File: config.mk
export PLATFORM = sky130hd
export DESIGN_NAME = muldiv_sequencer
export DESIGN_NICKNAME = d
export VERILOG_FILES = /design/src/rtl/muldiv_sequencer.sv
export SDC_FILE = /design/constraint.sdc
export NUM_CORES = 1
export LEC_CHECK = 0
export ABC_AREA = 0
export CORE_MARGIN = 5
export CORE_UTILIZATION = 60
export CTS_CLUSTER_DIAMETER = 40
export DETAILED_ROUTE_END_ITERATION = 7
export PLACE_DENSITY = 0.83
export SLEW_MARGIN = 20
export SYNTH_ARGS = -nofsm -noshare
export SYNTH_HDL_FRONTEND = slang
export SYNTH_SLANG_ARGS = --single-unit
File: constraint.sdc
create_clock -name i_Clk -period 6.1 [get_ports i_Clk]
set_clock_uncertainty 0.2 [all_clocks]
set_input_delay 1.22 -clock i_Clk [delete_from_list [all_inputs] [get_ports i_Clk]]
set_output_delay 1.22 -clock i_Clk [all_outputs]
set_load 0.05 [all_outputs]
File: src/rtl/muldiv_sequencer.sv
`default_nettype none
// +--------------------------------------------------------------------------+
// | muldiv_sequencer: iterative shift-add multiply / restoring divide into HI/LO |
// | Rev 1.0                                                                  |
// +--------------------------------------------------------------------------+
module muldiv_sequencer #(
  parameter int WIDTH     = 32,
  parameter bit SIGNED_EN = 1'b1
) (
  input  logic             i_Clk,
  input  logic             i_Reset,
  input  logic             i_Start,
  input  logic [1:0]       i_Op,
  input  logic [WIDTH-1:0] i_In1,
  input  logic [WIDTH-1:0] i_In2,
  input  logic             i_Cancel,
  input  logic             i_WrHi,
  input  logic             i_WrLo,
  input  logic [WIDTH-1:0] i_WrData,
  output logic             o_Busy,
  output logic             o_Done,
  output logic [WIDTH-1:0] o_Hi,
  output logic [WIDTH-1:0] o_Lo
);

  localparam int CW = (WIDTH > 1) ? $clog2(WIDTH) : 1;
  localparam logic [CW-1:0] C_LAST = CW'(WIDTH - 1);

  typedef enum logic [1:0] {
    S_IDLE = 2'd0,
    S_BUSY = 2'd1,
    S_DONE = 2'd2
  } state_t;

  state_t             state_q, state_d;
  logic [CW-1:0]      cnt_q, cnt_d;
  logic [WIDTH:0]     acc_q, acc_d;
  logic [WIDTH-1:0]   mq_q, mq_d;
  logic [WIDTH-1:0]   opb_q, opb_d;
  logic [WIDTH-1:0]   in1_q, in1_d;
  logic               is_div_q, is_div_d;
  logic               neg_q, neg_d;
  logic               rem_neg_q, rem_neg_d;
  logic               div0_q, div0_d;
  logic [WIDTH-1:0]   hi_q, hi_d;
  logic [WIDTH-1:0]   lo_q, lo_d;

  logic               accept;
  logic               signed_op;
  logic               op_div;
  logic               in1_neg, in2_neg;
  logic [WIDTH-1:0]   in1_mag, in2_mag;
  logic [WIDTH:0]     mul_sum, mul_acc;
  logic [WIDTH:0]     rem_sh;
  logic [WIDTH+1:0]   trial;
  logic               borrow;
  logic [WIDTH:0]     step_acc;
  logic [WIDTH-1:0]   step_mq;
  logic [2*WIDTH-1:0] product, prod_fix;
  logic [WIDTH-1:0]   quo_fix, rem_fix;

  assign accept    = i_Start && !i_Cancel && (state_q != S_BUSY);
  assign signed_op = SIGNED_EN && i_Op[1];
  assign op_div    = i_Op[0];
  assign in1_neg   = signed_op && i_In1[WIDTH-1];
  assign in2_neg   = signed_op && i_In2[WIDTH-1];
  assign in1_mag   = in1_neg ? -i_In1 : i_In1;
  assign in2_mag   = in2_neg ? -i_In2 : i_In2;

  // Multiply: conditional add keeps the carry in acc[WIDTH], then {acc,mq} >> 1.
  assign mul_sum = acc_q + {1'b0, opb_q};
  assign mul_acc = mq_q[0] ? mul_sum : acc_q;

  // Divide: {rem,quo} << 1, then trial subtract; the extra top bit is the borrow.
  assign rem_sh = {acc_q[WIDTH-1:0], mq_q[WIDTH-1]};
  assign trial  = {1'b0, rem_sh} - {2'b00, opb_q};
  assign borrow = trial[WIDTH+1];

  always_comb begin
    if (is_div_q) begin
      step_acc = borrow ? rem_sh : trial[WIDTH:0];
      step_mq  = {mq_q[WIDTH-2:0], ~borrow};
    end else begin
      step_acc = {1'b0, mul_acc[WIDTH:1]};
      step_mq  = {mul_acc[0], mq_q[WIDTH-1:1]};
    end
  end

  assign product  = {step_acc[WIDTH-1:0], step_mq};
  assign prod_fix = neg_q ? -product : product;
  assign quo_fix  = neg_q ? -step_mq : step_mq;
  assign rem_fix  = rem_neg_q ? -step_acc[WIDTH-1:0] : step_acc[WIDTH-1:0];

  always_comb begin
    state_d   = state_q;
    cnt_d     = cnt_q;
    acc_d     = acc_q;
    mq_d      = mq_q;
    opb_d     = opb_q;
    in1_d     = in1_q;
    is_div_d  = is_div_q;
    neg_d     = neg_q;
    rem_neg_d = rem_neg_q;
    div0_d    = div0_q;
    hi_d      = hi_q;
    lo_d      = lo_q;

    case (state_q)
      S_BUSY: begin
        if (i_Cancel) begin
          state_d = S_IDLE;
        end else begin
          acc_d = step_acc;
          mq_d  = step_mq;
          cnt_d = cnt_q + 1'b1;
          if (cnt_q == C_LAST) begin
            state_d = S_DONE;
            if (!is_div_q) begin
              hi_d = prod_fix[2*WIDTH-1:WIDTH];
              lo_d = prod_fix[WIDTH-1:0];
            end else if (div0_q) begin
              hi_d = in1_q;
              lo_d = '1;
            end else begin
              hi_d = rem_fix;
              lo_d = quo_fix;
            end
          end
        end
      end
      default: begin
        if (accept) begin
          state_d   = S_BUSY;
          cnt_d     = '0;
          acc_d     = '0;
          // mq starts as multiplier (mul) or dividend (div); opb is the other operand.
          mq_d      = op_div ? in1_mag : in2_mag;
          opb_d     = op_div ? in2_mag : in1_mag;
          in1_d     = i_In1;
          is_div_d  = op_div;
          neg_d     = in1_neg ^ in2_neg;
          rem_neg_d = in1_neg;
          div0_d    = op_div && (i_In2 == '0);
        end else begin
          state_d = S_IDLE;
        end
      end
    endcase

    if (state_q != S_BUSY) begin
      if (i_WrHi) hi_d = i_WrData;
      if (i_WrLo) lo_d = i_WrData;
    end
  end

  always_ff @(posedge i_Clk) begin
    if (i_Reset) begin
      state_q   <= S_IDLE;
      cnt_q     <= '0;
      acc_q     <= '0;
      mq_q      <= '0;
      opb_q     <= '0;
      in1_q     <= '0;
      is_div_q  <= 1'b0;
      neg_q     <= 1'b0;
      rem_neg_q <= 1'b0;
      div0_q    <= 1'b0;
      hi_q      <= '0;
      lo_q      <= '0;
    end else begin
      state_q   <= state_d;
      cnt_q     <= cnt_d;
      acc_q     <= acc_d;
      mq_q      <= mq_d;
      opb_q     <= opb_d;
      in1_q     <= in1_d;
      is_div_q  <= is_div_d;
      neg_q     <= neg_d;
      rem_neg_q <= rem_neg_d;
      div0_q    <= div0_d;
      hi_q      <= hi_d;
      lo_q      <= lo_d;
    end
  end

  assign o_Busy = (state_q == S_BUSY);
  assign o_Done = (state_q == S_DONE);
  assign o_Hi   = hi_q;
  assign o_Lo   = lo_q;

endmodule
`default_nettype wire

==> results.toml <==
[timing]
finalWorstSetupSlack_ps = 379
min_period_ps = 5720
finalHoldViolCount = 0
final.period_utilization_pct = 93.8
setup_tns_ps = 0
worst_pin_slew_ps = 1210
finalSetupViolCount = 0
slew_violations = 0
timing.hold.ws_ps = 257
rsz0062_at_grt = "false"
fmax_mhz = 175
maxSlewHeadroom_pct = 18.8

[place]
dp_slack_ps = 619
place_hpwl_um = 60000
dp.cells = 2978
place.port_buffers = 169
place.gp.congestion = 1.12

[worst_setup_path]
crit_type = "flip-flop to flip-flop"
endpoint_kind = "flip-flop"
start_kind = "flip-flop"
path_max_fanout = 7
worst_ep_arrival_time_ps = 5950
crit_required_ps = 6330

[clock_tree]
cts_resized = 0
ctsHtreeMaxLevel = 2
cts_setup_buffers = 0
hold_buffers = 0
cts-root-buf = "clkbuf_16"
path_clk_slew_ps = 60
cts_buffer_depth = 3
cts_buffers = 36
cts.sinks = 204
cts_tree = "built"
clock_latency_ps = 540

[power_and_ir_drop]
power_frac_comb_pct = 29.2
vdd_drop_max_mv = 0.204
p_leak_uw = 0.00814
p_int_uw = 3380
switching_share_pct = 35.6
p_per_area_nw_per_um2 = 247
p_clk_share_pct = 42.6
p_seq_share_pct = 28.3
p_switching_uw = 1870

[synthesis]
synth_top_cell_area_share_pct = 22.6
netlist_top_cells_area = "dfxtp_1, nor2_1, nand2_1, a21oi_1, xnor2_1"
synthesis.nets = 2728
ys_types = 90
netlist_area_um2 = 18000
synth-seq-cells = 204
synth.avg_cell_area_um2 = 7.07
async_flop_share_pct = 0
synth_warnings = 0
netlist_instances = 2552
ys.flop_type = "dfxtp_1"
yosys.area.top_type = "dfxtp_1"
ys_seq_area_share_pct = 22.6
synth-edff-count = 0

[final_layout]
layout.nets = 2803
fin_util_pct = 71.7
area_delta_synth_final_pct = 17.7
drive_gt1_share_pct = 6.21
layout.cells.non_filler = 3050

[die]
die_h_um = 183
die_area_um2 = 33600
initial_utilization_pct = 60.9
io_pins = 170
row_count = 63
coreArea_um2 = 29600
die_x_um = 183

[routing]
drc = 7
avgViaCountPerCell = 7.19
firstDrtPassIters = 8
drt_wl_total_um = 79400
drtIter0Drc = 3903
wl_per_cell_um = 26.0
vias = 21900
ant_nets = 0

[global_route]
grt_max_degree = 135
grt_overflow_total = 0
grt_pass1_wl_um = 118000
antenna_found_initial = 9
first_global_vias = 19700
grtUsageTotal_pct = 44.6

[status]
violations = "DRC"
status = "finished, violations left"

[job]
max-cap-violations = 0

[hold_path]
hold_class = "flip-flop to flip-flop"
## worst max-delay path, cell delays in order (launching register included)
cell,delay (ps)
dfxtp_1,560
ha_1,380
a21o_1,250
a31oi_1,410
a21oi_1,150
or3_1,330
a31oi_1,740
a221oi_1,410
a2111oi_0,1060
a21boi_0,300
xor2_1,230
a221oi_1,260
o21ai_0,170
o311a_1,160
## synth_stat cells (9+ instances only)
cell / n
nand2_1: 297
and2_1: 30
and3_1: 16
a221oi_1: 12
dfxtp_1: 204
a22oi_1: 34
o21a_1: 17
buf_1: 20
or2_2: 15
o21ai_1: 9
nand3_1: 46
nand2b_1: 20
xnor2_1: 101
o41ai_1: 11
or4_1: 17
a21oi_1: 188
xor2_1: 64
a211oi_1: 76
o21ai_0: 145
inv_1: 67
or3_1: 38
buf_2: 15
o22ai_1: 13
o211ai_1: 30
nor4_1: 26
o31ai_1: 34
a21o_1: 25
nor2b_1: 30
a31oi_1: 28
nor3_1: 119
a311oi_1: 9
nand4_1: 21
o2111ai_1: 9
ha_1: 70
clkbuf_1: 144
a2111oi_0: 42
mux2i_1: 60
nor2_1: 305
## worst paths after layout
path                 start       end  cells past startpoint  slack (ps)
hold / removal    in1_q[0]  in1_q[0]                      2         260
hold reg to reg   in1_q[0]  in1_q[0]                      2         260
setup reg to reg  acc_q[4]  o_Hi[10]                     13         380
setup / recovery  acc_q[4]  o_Hi[10]                     13         380
## registers in the layout, indices dropped and copies added, names as in the netlist
| name | flops |
|---|---|
| neg_q | 1 |
| cnt_q | 5 |
| acc_q | 33 |
| rem_neg_q | 1 |
| state_q | 2 |
| div0_q | 1 |
| opb_q | 32 |
| mq_q | 32 |
| is_div_q | 1 |
| o_Hi | 32 |
| in1_q | 32 |
| o_Lo | 32 |
## metrics by stage
| stage | power [µW] | area [µm²] |
|---|---|---|
| CTS | 5160 | 21200 |
| detailed placement | 2950 | 19900 |
| finish | 5250 | 21200 |
| floorplan | 2430 | 18000 |
| global route | 5370 | 21200 |
| global placement | 2930 | 19900 |
## power groups by stage
stage	combinational [µW]	sequential (µW)	clock, µW
2_1_floorplan	832	1600	0
3_3_place_gp	1430	1500	0
3_5_place_dp	1450	1510	0
4_1_cts	1460	1480	2230
5_1_grt	1590	1490	2290
6_report	1530	1480	2240
## cell usage in the layout, fill, tap and decap left out, drive strengths merged, types with 64 or more instances in the layout
cell type	instances
nor2	305
nand2	298
dfxtp	204
a21oi	188
clkdlybuf4s50	167
o21ai	155
nor3	119
xnor2	101
a211oi	77
inv	75
ha	70
xor2	64
## cell families after synthesis
kind of cell | share of synthesized area, %
simple gates | 26.5
compound gates | 29.0
buf+inv | 5.31
flops | 22.6
xor+xnor | 8.01
fa+ha+maj | 5.08
mux | 3.52
## area by class of cell
class | count | area, µm²
multi-input cells | 2098 | 13000
fillers | 2436 | 8400
flip-flops and latches | 204 | 4090
repair buffers | 216 | 2050
clock buffers | 42 | 985
well taps | 390 | 488
clock inverters | 24 | 337
inverters | 71 | 267
diodes | 5 | 12.5
## per-layer routing
metal | track usage [%] | wire (µm) | up-vias
met2 | 61.6 | 31000 | 1878
li1 | - | - | 9523
met5 | 0 | 56 | -
met1 | 59.4 | 29700 | 10100
met4 | 25.2 | 5580 | 8
met3 | 16.7 | 13100 | 372
(Power assumes the default switching activity.)
